File: src/rtl/block_serializer.sv
// Block serializer: buffers whole cipher blocks in a small circular store
// and releases them one byte per accepted pacing tick, byte 0 first.
//
// state | meaning
// IDLE  | nothing stored; waiting for the first block
// ARMED | a block is at the head; waiting for a tick while tx is free
// EMIT  | one-cycle strobe of the current byte; advance index / pop head
module block_serializer #(
    parameter int NUM_BYTES = 16,
    parameter int BYTE_W    = 8,
    parameter int DEPTH     = 2,
    localparam int LW       = $clog2(DEPTH) + 1
) (
    input  logic                               clk_in,
    input  logic                               rst_in,
    input  logic                               block_valid_in,
    input  logic [NUM_BYTES-1:0][BYTE_W-1:0]   block_in,
    input  logic                               tick_in,
    input  logic                               tx_busy_in,
    output logic [BYTE_W-1:0]                  byte_out,
    output logic                               byte_valid_out,
    output logic                               busy_out,
    output logic [LW-1:0]                      level_out,
    output logic                               overflow_out
);

    localparam int IW = $clog2(NUM_BYTES);
    localparam int PW = $clog2(DEPTH);
    localparam logic [LW-1:0] FULL     = LW'(DEPTH);
    localparam logic [IW-1:0] LAST_IDX = IW'(NUM_BYTES - 1);

    typedef enum logic [1:0] {IDLE, ARMED, EMIT} state_t;

    state_t                             r_state;
    state_t                             w_state_nxt;
    logic [NUM_BYTES-1:0][BYTE_W-1:0]   r_mem [DEPTH];
    logic [NUM_BYTES-1:0][BYTE_W-1:0]   w_head;
    logic [PW-1:0]                      r_wr_ptr;
    logic [PW-1:0]                      r_rd_ptr;
    logic [IW-1:0]                      r_idx;
    logic [LW-1:0]                      r_level;
    logic [LW-1:0]                      w_level_nxt;
    logic [BYTE_W-1:0]                  r_byte;
    logic                               r_valid;
    logic                               r_ovf;
    logic                               w_tick_ok;
    logic                               w_pop;
    logic                               w_push;
    logic                               w_drop;
    logic                               w_load;

    // A full store still accepts a block when the head is popped this cycle,
    // since the popped slot is exactly the one being written.
    assign w_tick_ok = tick_in && !tx_busy_in;
    assign w_pop     = (r_state == EMIT) && (r_idx == LAST_IDX);
    assign w_push    = block_valid_in && ((r_level != FULL) || w_pop);
    assign w_drop    = block_valid_in && !w_push;
    assign w_head    = r_mem[r_rd_ptr];

    assign byte_out       = r_byte;
    assign byte_valid_out = r_valid;
    assign busy_out       = (r_level != '0);
    assign level_out      = r_level;
    assign overflow_out   = r_ovf;

    // Occupancy after this cycle's push/pop.
    always_comb begin
        w_level_nxt = r_level;
        if (w_push && !w_pop) begin
            w_level_nxt = r_level + 1'b1;
        end else if (w_pop && !w_push) begin
            w_level_nxt = r_level - 1'b1;
        end
    end

    // Next-state decode; w_load marks the tick that launches a byte.
    // IDLE looks at the registered level, so a tick coinciding with the
    // push into an empty store is never honoured.
    always_comb begin
        w_state_nxt = r_state;
        w_load      = 1'b0;
        case (r_state)
            IDLE: begin
                if (r_level != '0) begin
                    if (w_tick_ok) begin
                        w_state_nxt = EMIT;
                        w_load      = 1'b1;
                    end else begin
                        w_state_nxt = ARMED;
                    end
                end
            end
            ARMED: begin
                if (w_tick_ok) begin
                    w_state_nxt = EMIT;
                    w_load      = 1'b1;
                end
            end
            EMIT: begin
                w_state_nxt = (w_pop && (w_level_nxt == '0)) ? IDLE : ARMED;
            end
            default: w_state_nxt = IDLE;
        endcase
    end

    // State register.
    always_ff @(posedge clk_in or negedge rst_in) begin
        if (!rst_in) begin
            r_state <= IDLE;
        end else begin
            r_state <= w_state_nxt;
        end
    end

    // Slot storage; contents need no reset.
    always_ff @(posedge clk_in) begin
        if (w_push) begin
            r_mem[r_wr_ptr] <= block_in;
        end
    end

    // Pointers, occupancy and sticky drop flag.
    always_ff @(posedge clk_in or negedge rst_in) begin
        if (!rst_in) begin
            r_wr_ptr <= '0;
            r_rd_ptr <= '0;
            r_level  <= '0;
            r_ovf    <= 1'b0;
        end else begin
            r_level <= w_level_nxt;
            if (w_push) begin
                r_wr_ptr <= r_wr_ptr + 1'b1;
            end
            if (w_pop) begin
                r_rd_ptr <= r_rd_ptr + 1'b1;
            end
            if (w_drop) begin
                r_ovf <= 1'b1;
            end
        end
    end

    // Byte index advances once per emitted byte and wraps on the pop.
    always_ff @(posedge clk_in or negedge rst_in) begin
        if (!rst_in) begin
            r_idx <= '0;
        end else if (r_state == EMIT) begin
            r_idx <= (r_idx == LAST_IDX) ? '0 : r_idx + 1'b1;
        end
    end

    // Output byte is captured on the accepted tick and held until the next.
    always_ff @(posedge clk_in or negedge rst_in) begin
        if (!rst_in) begin
            r_byte  <= '0;
            r_valid <= 1'b0;
        end else begin
            r_valid <= w_load;
            if (w_load) begin
                r_byte <= w_head[r_idx];
            end
        end
    end

endmodule

File: config.mk
export PLATFORM = sky130hd
export DESIGN_NAME = block_serializer
export DESIGN_NICKNAME = d
export VERILOG_FILES = /design/src/rtl/block_serializer.sv
export SDC_FILE = /design/constraint.sdc
export NUM_CORES = 1
export LEC_CHECK = 0
export CAP_MARGIN = 0
export CORE_MARGIN = 5
export CORE_UTILIZATION = 59
export CTS_BUF_LIST = sky130_fd_sc_hd__clkbuf_16
export CTS_CLUSTER_DIAMETER = 40
export DETAILED_ROUTE_END_ITERATION = 16
export GPL_TIMING_DRIVEN = 0
export PLACE_DENSITY_LB_ADDON = 0.05
export SKIP_LAST_GASP = 1
export SLEW_MARGIN = 20
export SYNTH_ARGS = -nofsm -noshare
export SYNTH_HDL_FRONTEND = slang
export SYNTH_SLANG_ARGS = --single-unit
File: constraint.sdc
create_clock -name clk_in -period 14.3 [get_ports clk_in]
set_clock_uncertainty 0.15 [all_clocks]
set_input_delay 2.86 -clock clk_in [delete_from_list [all_inputs] [get_ports clk_in]]
set_output_delay 2.86 -clock clk_in [all_outputs]
set_load 0.01 [all_outputs]
==> impl_metrics.env <==
export IMPL_crit_end="busy_out"
export IMPL_fin_util_pct=77.1
export IMPL_final_cell_mix="edfxtp_1, clkdlybuf4s50_1, mux4_2"
export IMPL_worstSetupPathType="flop to output port"
export IMPL_maxCapViolCount=0
export IMPL_worstMarginPinSlew_ps=975
export IMPL_viasPerCell=5.97
export IMPL_power_density_nw_per_um2=190
export IMPL_crit_fanout=5
export IMPL_synth_seq_cells=276
export IMPL_insertion_delay_ps=500
export IMPL_via_count=5673
export IMPL_hold_worst_slack_ps=372
export IMPL_reg2reg_depth=8
export IMPL_syn_area_per_cell_um2=20.9
export IMPL_max_freq_ghz=0.206
export IMPL_ys_warn_count=0
export IMPL_finalNonFillerCells=951
export IMPL_grt_max_degree=56
export IMPL_r2r_end="r_mem[0][89]"
export IMPL_seq_area_frac_synth_pct=76.9
export IMPL_irDropWorstVdd_v=0.000148
export IMPL_post_route_worst_setup_slack_ps=9450
export IMPL_cts_clk_slew_worst_paths_ps=60
export IMPL_grt_usage_pct=21.8
export IMPL_cts_resized_gates=0
export IMPL_drtIter0Drc=399
export IMPL_grt_pass1_wl_mm=33.7
export IMPL_dpl_cell_count=890
export IMPL_core_um2=17800
export IMPL_slew_violations=0
export IMPL_mappedNetlistArea_um2=10700
export IMPL_final_layout_size_suffix_gt1_share_pct=18.3
export IMPL_routed_wl_mm=22.2
export IMPL_root_buffer="clkbuf_16"
export IMPL_area_delta_synth_final_pct=29.2
export IMPL_setup_viol=0
export IMPL_power_total_mw=2.62
export IMPL_crit_reg2reg_launch="r_idx[2]"
export IMPL_status="complete, no violations"
export IMPL_firstDrtPassIters=5
export IMPL_highest_layer="met4"
export IMPL_die_area_um2=20800
export IMPL_port_buffers=145
export IMPL_p_leak_nw=4.56
export IMPL_setup_worst_path_start_class="flop"
export IMPL_clockBufferDepth=3
export IMPL_grt_pass1_vias=6068
export IMPL_cp_end_kind="output port"
export IMPL_synth_area_mux_share_pct=15.0
export IMPL_rrSetupSlack_ps=11130
export IMPL_ys_types=40
export IMPL_drc_errors=0
export IMPL_cts_tree="done"
export IMPL_synth_fa_ha_area_share_pct=0.352
export IMPL_antenna_found_initial=0
export IMPL_htree_levels=2
export IMPL_dp_hpwl_mm=15.1
export IMPL_cp_startpoint="level_out[0]"
export IMPL_fin_area_um2=13800
export IMPL_wl_met1_mm=8.78
export IMPL_die_h_um=144
export IMPL_clock_sinks=276
export IMPL_period_share_pct=33.9
export IMPL_critPathArrivalTime_ps=1840
export IMPL_synth_nets=645
export IMPL_die_w_um=144
export IMPL_layout_commonest_cell="edfxtp_1"
export IMPL_dp_slack_ps=9010
export IMPL_rsz0062_at_grt="no"
export IMPL_num_rows=49
export IMPL_timing_hold_violations_final=0
export IMPL_pin_count=146
export IMPL_ant_nets=0
export IMPL_grt_overflow=0
export IMPL_wire_per_inst_um=23.4
export IMPL_cp_data_required_time_ps=11290
export IMPL_gp_congestion=0.808
export IMPL_start_util_pct=59.7
export IMPL_synth_xor_area_share_pct=0.411
export IMPL_yosys_area_share_simple_pct=2.11
export IMPL_place_area_um2=12600
export IMPL_fin_crit_ps=4850
export IMPL_wl_met3_mm=1.59
export IMPL_nNetsFinal=834
export IMPL_synth_top_family_by_area="multiplexers"
export IMPL_cts_hold_buf=0
export IMPL_met2_wirelength_mm=11.1
export IMPL_cts_setup_buffers=0
export IMPL_syn_inst=509
export IMPL_slew_headroom_pct=34.8
export IMPL_diodes=0
export IMPL_worstHoldPathType="flop to flop"
export IMPL_cts_buffers=35
export IMPL_fin_setup_tns_ps=0
export IMPL_synth_compound_area_share_pct=3.70
## per-layer routing
layer | vias to the layer above | global-route usage [%]
met4 | 0 | 8.89
met5 | - | 0
li1 | 2508 | -
met3 | 55 | 5.29
met2 | 245 | 35.0
met1 | 2865 | 29.4
## flip-flops by register name, indices dropped and copies added (netlist names)
register	flops
r_mem	256
r_idx	4
byte_valid_out	1
r_state	2
r_rd_ptr	1
overflow_out	1
r_wr_ptr	1
byte_out	8
level_out	2
## kinds of logic after synthesis
kind of cell / count (synthesis)
compound gates: 51
fa+ha+maj: 3
mux: 99
simple gates: 45
buf+inv: 30
flops: 276
xor+xnor: 5
## worst max-delay path: stages, from the launching register on
cell	delay, ps
dfrtp_1	420
inv_1	80
ha_1	230
inv_1	90
clkdlybuf4s50_1	530
## where the power goes
| group | switching, mW | internal [mW] | total, mW |
|---|---|---|---|
| clock network | 0.319 | 0.556 | 0.875 |
| logic | 0.322 | 0.261 | 0.583 |
| registers | 0.0551 | 1.10 | 1.16 |
## layout make-up
cell class                      instances  area, um^2
Buffer                                 24         140
Clock buffer                           35         876
Clock inverter                         26         298
Fill cell                             978        4080
Inverter                                6        22.5
Multi-Input combinational cell        203        2320
Sequential cell                       276        8190
Tap cell                              229         287
Timing Repair Buffer                  152        1630
## Yosys cell counts (all sizes together)
master | n | area (um^2)
a2111oi | 3 | 26.3
a211o | 5 | 43.8
a211oi | 6 | 45.0
a21oi | 3 | 15.0
a31oi | 1 | 6.26
and2 | 4 | 25.0
and3 | 1 | 6.26
and4 | 1 | 8.76
buf | 16 | 110
clkbuf | 8 | 30.0
dfrtp | 20 | 500
edfxtp | 256 | 7690
ha | 3 | 37.5
inv | 6 | 22.5
mux2 | 7 | 78.8
mux2i | 44 | 440
mux4 | 48 | 1080
nand2 | 12 | 45.0
nand2b | 2 | 12.5
nand3 | 1 | 5.00
nand3b | 2 | 15.0
nand4 | 1 | 6.26
nor2 | 11 | 41.3
nor2b | 3 | 18.8
nor3 | 4 | 20.0
nor3b | 1 | 7.51
o2111ai | 5 | 43.8
o21ai | 3 | 15.0
o21bai | 2 | 15.0
o221a | 5 | 56.3
o22a | 5 | 43.8
o22ai | 11 | 68.8
o31ai | 2 | 15.0
or2 | 1 | 6.26
or4 | 1 | 7.51
xnor2 | 4 | 35.0
xor2 | 1 | 8.76
## how the worst min path moves through the flow
stage                  from  cells past startpoint            to
4_1_cts        overflow_out                      1  overflow_out
3_5_place_dp   overflow_out                      1  overflow_out
3_3_place_gp       r_wr_ptr                      1      r_wr_ptr
6_report       overflow_out                      1  overflow_out
2_1_floorplan      r_wr_ptr                      1      r_wr_ptr
5_1_grt        overflow_out                      1  overflow_out
No activity file was read; power rests on OpenSTA's default activity.
